===== src/rtl/systolic_seq_ctrl_pkg.sv =====
// ---------------------------------------------------------------------------
// systolic_seq_ctrl_pkg
//   Shared definitions for the systolic PE row sequencer: default widths,
//   the controller state encoding and a counter-width helper.
// ---------------------------------------------------------------------------
package systolic_seq_ctrl_pkg;

    localparam int DEF_WORDLENGTH   = 16;
    localparam int DEF_NUM_TAPS     = 8;
    localparam int DEF_IDX_W        = 3;
    localparam int DEF_MULT_TIMEOUT = 31;

    typedef enum logic [2:0] {
        ST_IDLE  = 3'd0,
        ST_START = 3'd1,
        ST_WAIT  = 3'd2,
        ST_ACC   = 3'd3,
        ST_EMIT  = 3'd4
    } seq_state_e;

    // Bits needed to hold the values 0..max_count.
    function automatic int cnt_width(input int max_count);
        return $clog2(max_count + 1);
    endfunction

endpackage


===== src/rtl/systolic_seq_ctrl_wait_timer.sv =====
// ---------------------------------------------------------------------------
// systolic_seq_ctrl_wait_timer  (the sequencer's wait timer)
//   Loadable up-counter that measures how many cycles the sequencer has spent
//   waiting on the multiplier.
// Ports
//   clk30x   in   system clock
//   reset    in   synchronous, active-high
//   clear_i  in   load the counter with 0
//   en_i     in   count one waiting cycle
//   first_o  out  counter is 0 (first waiting cycle)
//   tc_o     out  this waiting cycle is the MULT_TIMEOUT-th one
// ---------------------------------------------------------------------------
module systolic_seq_ctrl_wait_timer #(
    parameter int MULT_TIMEOUT = 31,
    parameter int CNT_W        = 5
) (
    input  logic clk30x,
    input  logic reset,
    input  logic clear_i,
    input  logic en_i,
    output logic first_o,
    output logic tc_o
);

    logic [CNT_W-1:0] cnt_q;
    logic [CNT_W-1:0] cnt_d;

    // NOTE: every signal written in an always_comb gets a default first, so no
    // path leaves it unassigned and no latch is inferred.
    always_comb begin
        cnt_d = cnt_q;
        if (clear_i) begin
            cnt_d = '0;
        end else if (en_i && !tc_o) begin
            cnt_d = cnt_q + 1'b1;
        end
    end

    // NOTE: state registers use non-blocking assignments so every flop samples
    // the pre-edge values of the others, matching real hardware.
    always_ff @(posedge clk30x) begin
        if (reset) begin
            cnt_q <= '0;
        end else begin
            cnt_q <= cnt_d;
        end
    end

    assign first_o = (cnt_q == '0);
    // Counter holds (waiting cycles already spent), so the MULT_TIMEOUT-th
    // cycle is the one where it reads MULT_TIMEOUT-1.
    assign tc_o    = (cnt_q == CNT_W'(MULT_TIMEOUT - 1));

endmodule


===== src/rtl/systolic_seq_ctrl.sv =====
// ---------------------------------------------------------------------------
// systolic_seq_ctrl
//   Sequencer for one systolic PE row built on a shared sequential multiplier
//   and adder. Accepts a word, starts the multiplier, waits for its busy flag
//   to drop (with a watchdog), pulses the accumulate load, and after NUM_TAPS
//   words emits the accumulated result.
// Ports
//   clk30x        in   system clock, posedge
//   reset         in   synchronous, active-high
//   in_valid      in   input word offered
//   in_ready      out  controller can accept a word (IDLE only)
//   in_word       in   input word
//   mult_operand  out  registered accepted word, stable until next accept
//   mult_start    out  one-cycle multiplier start pulse
//   mult_busy     in   multiplier busy flag
//   coeff_sel     out  coefficient index (= current word index)
//   acc_clear     out  word index 0: adder's previous-output operand forced to 0
//   acc_load      out  one-cycle pulse: capture adder sum
//   acc_sum       in   adder output
//   out_valid     out  one-cycle pulse: out_word holds a completed result
//   out_word      out  registered result of NUM_TAPS accumulations
//   timeout_err   out  sticky: a multiplication hit the watchdog
// ---------------------------------------------------------------------------
module systolic_seq_ctrl
    import systolic_seq_ctrl_pkg::*;
#(
    parameter int WORDLENGTH   = DEF_WORDLENGTH,
    parameter int NUM_TAPS     = DEF_NUM_TAPS,
    parameter int IDX_W        = DEF_IDX_W,
    parameter int MULT_TIMEOUT = DEF_MULT_TIMEOUT
) (
    input  logic                  clk30x,
    input  logic                  reset,
    input  logic                  in_valid,
    output logic                  in_ready,
    input  logic [WORDLENGTH-1:0] in_word,
    output logic [WORDLENGTH-1:0] mult_operand,
    output logic                  mult_start,
    input  logic                  mult_busy,
    output logic [IDX_W-1:0]      coeff_sel,
    output logic                  acc_clear,
    output logic                  acc_load,
    input  logic [WORDLENGTH-1:0] acc_sum,
    output logic                  out_valid,
    output logic [WORDLENGTH-1:0] out_word,
    output logic                  timeout_err
);

    localparam int CNT_W = cnt_width(MULT_TIMEOUT);

    seq_state_e            state_q,    state_d;
    logic [IDX_W-1:0]      idx_q,      idx_d;
    logic [WORDLENGTH-1:0] operand_q,  operand_d;
    logic [WORDLENGTH-1:0] out_word_q, out_word_d;
    logic                  timeout_q,  timeout_d;

    logic timer_clear;
    logic timer_en;
    logic timer_first;
    logic timer_tc;

    systolic_seq_ctrl_wait_timer #(
        .MULT_TIMEOUT (MULT_TIMEOUT),
        .CNT_W        (CNT_W)
    ) u_seq_wait_timer (
        .clk30x  (clk30x),
        .reset   (reset),
        .clear_i (timer_clear),
        .en_i    (timer_en),
        .first_o (timer_first),
        .tc_o    (timer_tc)
    );

    always_comb begin
        state_d     = state_q;
        idx_d       = idx_q;
        operand_d   = operand_q;
        out_word_d  = out_word_q;
        timeout_d   = timeout_q;
        in_ready    = 1'b0;
        mult_start  = 1'b0;
        acc_load    = 1'b0;
        out_valid   = 1'b0;
        timer_clear = 1'b0;
        timer_en    = 1'b0;

        case (state_q)
            ST_IDLE: begin
                in_ready = 1'b1;
                if (in_valid) begin
                    operand_d = in_word;
                    state_d   = ST_START;
                end
            end
            ST_START: begin
                mult_start  = 1'b1;
                timer_clear = 1'b1;
                state_d     = ST_WAIT;
            end
            ST_WAIT: begin
                timer_en = 1'b1;
                // Busy is ignored on the first WAIT cycle: the multiplier
                // raises it one cycle after seeing the start pulse. A genuine
                // completion wins over a watchdog expiry in the same cycle.
                if (!timer_first && !mult_busy) begin
                    state_d = ST_ACC;
                end else if (timer_tc) begin
                    timeout_d = 1'b1;
                    state_d   = ST_ACC;
                end
            end
            ST_ACC: begin
                acc_load = 1'b1;
                // Wrap at NUM_TAPS-1 explicitly, not at 2**IDX_W.
                if (idx_q == IDX_W'(NUM_TAPS - 1)) begin
                    out_word_d = acc_sum;
                    idx_d      = '0;
                    state_d    = ST_EMIT;
                end else begin
                    idx_d   = idx_q + 1'b1;
                    state_d = ST_IDLE;
                end
            end
            ST_EMIT: begin
                out_valid = 1'b1;
                state_d   = ST_IDLE;
            end
            default: begin
                state_d = ST_IDLE;
            end
        endcase
    end

    always_ff @(posedge clk30x) begin
        if (reset) begin
            state_q    <= ST_IDLE;
            idx_q      <= '0;
            operand_q  <= '0;
            out_word_q <= '0;
            timeout_q  <= 1'b0;
        end else begin
            state_q    <= state_d;
            idx_q      <= idx_d;
            operand_q  <= operand_d;
            out_word_q <= out_word_d;
            timeout_q  <= timeout_d;
        end
    end

    assign mult_operand = operand_q;
    assign out_word     = out_word_q;
    assign timeout_err  = timeout_q;
    assign coeff_sel    = idx_q;
    // The index only changes on the edge leaving ACC, so both controls are
    // stable from START through ACC; outside that window acc_clear is held low.
    assign acc_clear    = (idx_q == '0) &&
                          (state_q == ST_START || state_q == ST_WAIT || state_q == ST_ACC);

endmodule

===== config.mk =====
export PLATFORM = sky130hd
export DESIGN_NAME = systolic_seq_ctrl
export DESIGN_NICKNAME = d
export VERILOG_FILES = /design/src/rtl/systolic_seq_ctrl_pkg.sv /design/src/rtl/systolic_seq_ctrl_wait_timer.sv /design/src/rtl/systolic_seq_ctrl.sv
export SDC_FILE = /design/constraint.sdc
export NUM_CORES = 1
export LEC_CHECK = 0
export ABC_CLOCK_PERIOD_IN_PS = 3700
export CORE_ASPECT_RATIO = 1.1
export CORE_MARGIN = 3
export CORE_UTILIZATION = 45
export DETAILED_ROUTE_END_ITERATION = 7
export PLACE_DENSITY = 0.85
export SYNTH_ARGS = -nofsm -noshare
export SYNTH_HDL_FRONTEND = slang
export SYNTH_SLANG_ARGS = --single-unit

===== constraint.sdc =====
create_clock -name clk30x -period 3.7 [get_ports clk30x]
set_input_delay 0.74 -clock clk30x [delete_from_list [all_inputs] [get_ports clk30x]]
set_output_delay 0.74 -clock clk30x [all_outputs]
set_load 0.05 [all_outputs]

# After elaboration in Yosys (flattened, before gate mapping)
# Cells that the tools add are included.
[op_classes]
addsub = 2
muxes = 11
reduce_logical = 16
n_eq_ne = 8
bitwise_logic = 1
[ops]
columns = ["operator", "count"]
rows = [
  ["2-to-1 mux 3 bit", 5],
  ["one-hot mux 3 bit (4 select lines)", 1],
  ["equality test 3 x 2 -> 1 bit, second input constant", 2],
  ["equality test 3 bit, second input constant", 2],
  ["zero test 3 bit", 2],
  ["AND reduction 2 bit", 3],
  ["adder 5 x 1 -> 5 bit, second input constant", 1],
  ["equality test 5 bit, second input constant", 1],
  ["zero test 5 bit", 1],
  ["2-to-1 mux 1 bit", 5],
  ["adder 3 x 1 -> 3 bit, second input constant", 1],
  ["equality test 3 x 1 -> 1 bit, second input constant", 1],
  ["logical AND 1 bit", 3],
  ["zero test 1 bit", 3],
  ["inequality test 3 x 2 -> 1 bit, second input constant", 1],
  ["AND reduction 3 bit", 1],
  ["logical OR 1 bit", 2],
  ["inequality test 2 bit, second input constant", 1],
  ["OR reduction 2 bit", 1],
  ["inverter 1 bit", 1],
]
[word_totals]
input_bits = 36
output_inout_bits = 41
ff_bits = 44
wordCells = 44

# Depth between registers and ports, before layout
[logic_depth]
word_depth = 5
mapped_depth = 7
ltp_nobuf = 5

# Cells and area by module
# From an unflattened synthesis, not the netlist that was laid out.
[unflattened]
hier_cells = 215
area_unflattened_um2 = 2157.1
[by_module_without_submodules]
columns = ["module", "cells_each", "instances", "seq_area_each_um2", "area_each_um2"]
rows = [
  ["systolic_seq_ctrl", 183, 1, 780.7, 1884.3],
  ["systolic_seq_ctrl_wait_timer", 32, 1, 100.1, 272.8],
]

# Worst setup path after synthesis
# No wires, ideal clock.
[synth_timing]
path_kind = "register to output"
start = "register idx_q[0] (netlist: coeff_sel[0])"
end = "output acc_clear"
n_path_buf = 0
stages_incl_launch_ff = 4
required_time_ps = 2960
arrival_ps = 2335
slack_ps = 625
path_cell_list = "dfxtp_1 -> inv_1 -> ha_1 -> nor4b_1"
[synth_via]
elab_chain_cells = 2
[synth_lines]
columns = ["item", "line_no", "source"]
rows = [
  ["from (decl)", "systolic_seq_ctrl.sv:52", "logic [IDX_W-1:0] idx_q, idx_d;"],
  ["from (signal assigned)", "systolic_seq_ctrl.sv:143", "idx_q <= idx_d;"],
  ["zero test 3 bit", "systolic_seq_ctrl.sv:156", "assign acc_clear = (idx_q == '0) &&"],
  ["logical AND 1 bit", "systolic_seq_ctrl.sv:156", ""],
  ["to (decl)", "systolic_seq_ctrl.sv:41", "output logic acc_clear,"],
]
# No other way between the ends.

# Final worst setup path
[layout_timing]
start = "register state_q[0]"
end = "output mult_start"
[layout_via]
elab_chain_cells = 2
[layout_lines]
columns = ["item", "line_no", "source"]
rows = [
  ["from (decl)", "systolic_seq_ctrl.sv:51", "seq_state_e state_q, state_d;"],
  ["from (signal assigned)", "systolic_seq_ctrl.sv:142", "state_q <= state_d;"],
  ["equality test 3 x 1 -> 1 bit", "systolic_seq_ctrl.sv:87", "case (state_q)"],
  ["2-to-1 mux 1 bit", "systolic_seq_ctrl.sv:87", ""],
  ["to (decl)", "systolic_seq_ctrl.sv:38", "output logic mult_start,"],
]
# No other way between the ends.

==> results.toml <==
[placed_design]
gp_congestion = 0.806
place.detailed.hpwl_mm = 3.18
io_buffers = 76

[floorplanning]
rows = 23
core_area_sq_um = 3740
die_area_sq_um = 4760
dieHeight_um = 72.1
io-pin-count = 77
fp.dieW_um = 66.1
initial_core_util_pct = 47.7

[clocking]
cts_tree = "yes"
h-tree-depth = 2
cts_hold_buf = 0
clk_latency_ns = 0.30
cts_made_buffers = 5
cts_root_buf = "clkbuf_8"
post_cts.repair.setup_buffers = 0
cts_buffer_depth = 2
path_clk_slew_ns = 0.08
cts_resized = 0
cts.sinks = 44

[drt]
wl_mm = 4.37
drc = 0
wl_per_cell_um = 13.0
dr.pass1.iters = 4
route.vias.total = 1688
ant_nets = 0
avgViaCountPerCell = 5.02
drt-initial-drc-count = 56

[power]
p_int_w = 0.000764
pwr-share-comb_pct = 29.8
total_power_w = 0.00117
power_density_nw_per_um2 = 444
p_sw_share_pct = 34.6
leakagePower_nw = 0.950
clkPwrFrac_pct = 24.5
p_switching_w = 0.000405
seq_power_share_pct = 45.7
ir_worst_vdd_mv = 0.290

[timing]
tns_ns = 0
clock_skew_ns = 0.00948
slew_headroom_pct = 43.3
setup_viol = 0
tightestPinTransition_ns = 0.848
hold_viol_final = 0
grt_setup_unrepaired = "no"
finalCriticalPeriod_ns = 2.98
fmax_mhz = 336
finalCritPeriodShare_pct = 80.6
slew_violations = 0

[worst_setup_path]
worstSetupPathType = "reg -> out"
crit_path_max_fanout = 13
critPathLaunchType = "register"
endpoint_kind = "output pin"
required_ns = 2.96
crit_arrival_ns = 2.24

[global_route]
grt.busiest_layer = "met2"
gr-usage-met1_pct = 20.9
grt_overflow = 0
grt_pass1_vias = 1579
use_met2_pct = 31.8
grt_max_degree = 27
grt_use_met3_pct = 8.20
grt.total_usage_pct = 19.3
antenna_found_initial = 0
grt_pass1_wl_mm = 6.94

[cells_and_area]
area_growth_pct = 47.3
nFillCells = 297
diodes = 0
drive_gt1_share_pct = 3.85
nNetsFinal = 328

[worst_hold_path]
hold_path_class = "reg -> reg"

[synthesis]
synth.distinct_cells = 34
synth-seq-area-share_pct = 49.3
yosysTopAreaCell = "dfxtp_1"
synthArstFlopShare_pct = 0
syn_inst = 216
yosysWarnings = 0
ys_top_cells_by_area = "dfxtp_1 (49%), nand2_1 (14%), a21oi_1 (10%)"
synth-edff-count = 0
yosys-top-cells-count = "nand2_1 (66), dfxtp_1 (44), a21oi_1 (37)"
synth_top_area_share_pct = 49.3
syn_nets = 258
synth-seq-cells = 44
synth_ff_type = "dfxtp_1"
synth_area_sq_um = 1790
avgSynthCellArea_sq_um = 8.27
yosysMostFrequentCell = "nand2_1"

[run]
cap_violations = 0

[status]
outcome = "complete, no violations"
-- flip-flops by register name (all words and copies together), names as in the netlist --
| signal | flops |
|---|---|
| state_q | 3 |
| timeout_err | 1 |
| coeff_sel | 3 |
| u_seq_wait_timer.cnt_q | 5 |
| mult_operand | 16 |
| out_word | 16 |
-- per-layer routing --
| metal | wire [um] | vias up | share of wire, % |
|---|---|---|---|
| met4 | 99 | 0 | 2.3 |
| li1 | - | 865 | - |
| met1 | 1740 | 760 | 40 |
| met3 | 370 | 9 | 8.5 |
| met5 | 0 | - | 0 |
| met2 | 2160 | 54 | 49 |
-- critical path: stages, from the launching register on --
cell and delay [ns]:
dfxtp_1 0.60, or3b_2 0.50, inv_1 0.06, clkdlybuf4s50_1 0.79
-- final timing paths --
check                        from         endpoint  slack [ns]  depth (start not counted)
hold reg to reg   mult_operand[2]  mult_operand[2]        0.45                          2
hold / removal    mult_operand[2]  mult_operand[2]        0.45                          2
setup reg to reg     coeff_sel[0]     out_word[12]        1.92                          5
setup / recovery       state_q[0]       mult_start        0.72                          3
-- layout by cell type (no fill, tap or decap), types with 2 or more instances in the layout --
master            n
dfxtp_1          44
nor3_1            4
ha_1              6
clkbuf_8          5
nand2_1          66
nor2_1            4
mux2i_1           2
nand3_1           4
or3_1             3
o31ai_1           2
a21oi_1          37
clkdlybuf4s50_1  76
inv_1             8
nor4b_1           2
o21ai_0           2
-- power groups by stage --
stage                     logic [W]  clock network (W)  registers, W
after floorplan            0.000171                  0      0.000605
after global placement     0.000346                  0      0.000543
after detailed placement   0.000350                  0      0.000546
after CTS                  0.000351           0.000290      0.000535
after global routing       0.000371           0.000308      0.000539
final                      0.000348           0.000287      0.000534
-- cell families (layout without fill, tap and decap cells) --
| logic type | count (synthesis) | count (layout) | synth area share [%] |
|---|---|---|---|
| DFF | 44 | 44 | 49.3 |
| buffers and inverters | 22 | 92 | 5.47 |
| and+or+nand+nor | 95 | 95 | 25.3 |
| AOI/OAI and AO/OA | 46 | 46 | 14.1 |
| xor gates and xnor gates | 1 | 1 | 0.491 |
| muxes | 2 | 2 | 1.12 |
| adders and majority gates | 6 | 6 | 4.20 |
-- stage by stage --
| stage | cell area (sq um) | setup slack (ns) | util (%) | std cells | hold WS (ns) |
|---|---|---|---|---|---|
| final | 2630 | 0.719 | 70.3 | 336 | 0.453 |
| after global routing | 2630 | 0.642 | 70.3 | 336 | 0.473 |
| after CTS | 2630 | 0.714 | 70.3 | 336 | 0.457 |
| after detailed placement | 2550 | 1.04 | 68.1 | 329 | 0.446 |
| after global placement | 2550 | 1.06 | 68.1 | 329 | 0.441 |
| after floorplan | 1790 | 0.625 | - | 216 | 0.479 |
-- cell type report --
cell class / instances / area (sq um) / area share, %
inverters: 8 / 30.0 / 1.14
clock buffers: 5 / 68.8 / 2.62
repair buffers: 77 / 768 / 29.2
multi-input cells: 150 / 807 / 30.7
well taps: 50 / 62.6 / 2.38
flip-flops and latches: 44 / 881 / 33.5
clock inverters: 2 / 12.5 / 0.476
Note: power is estimated with default switching activity, not from simulation.
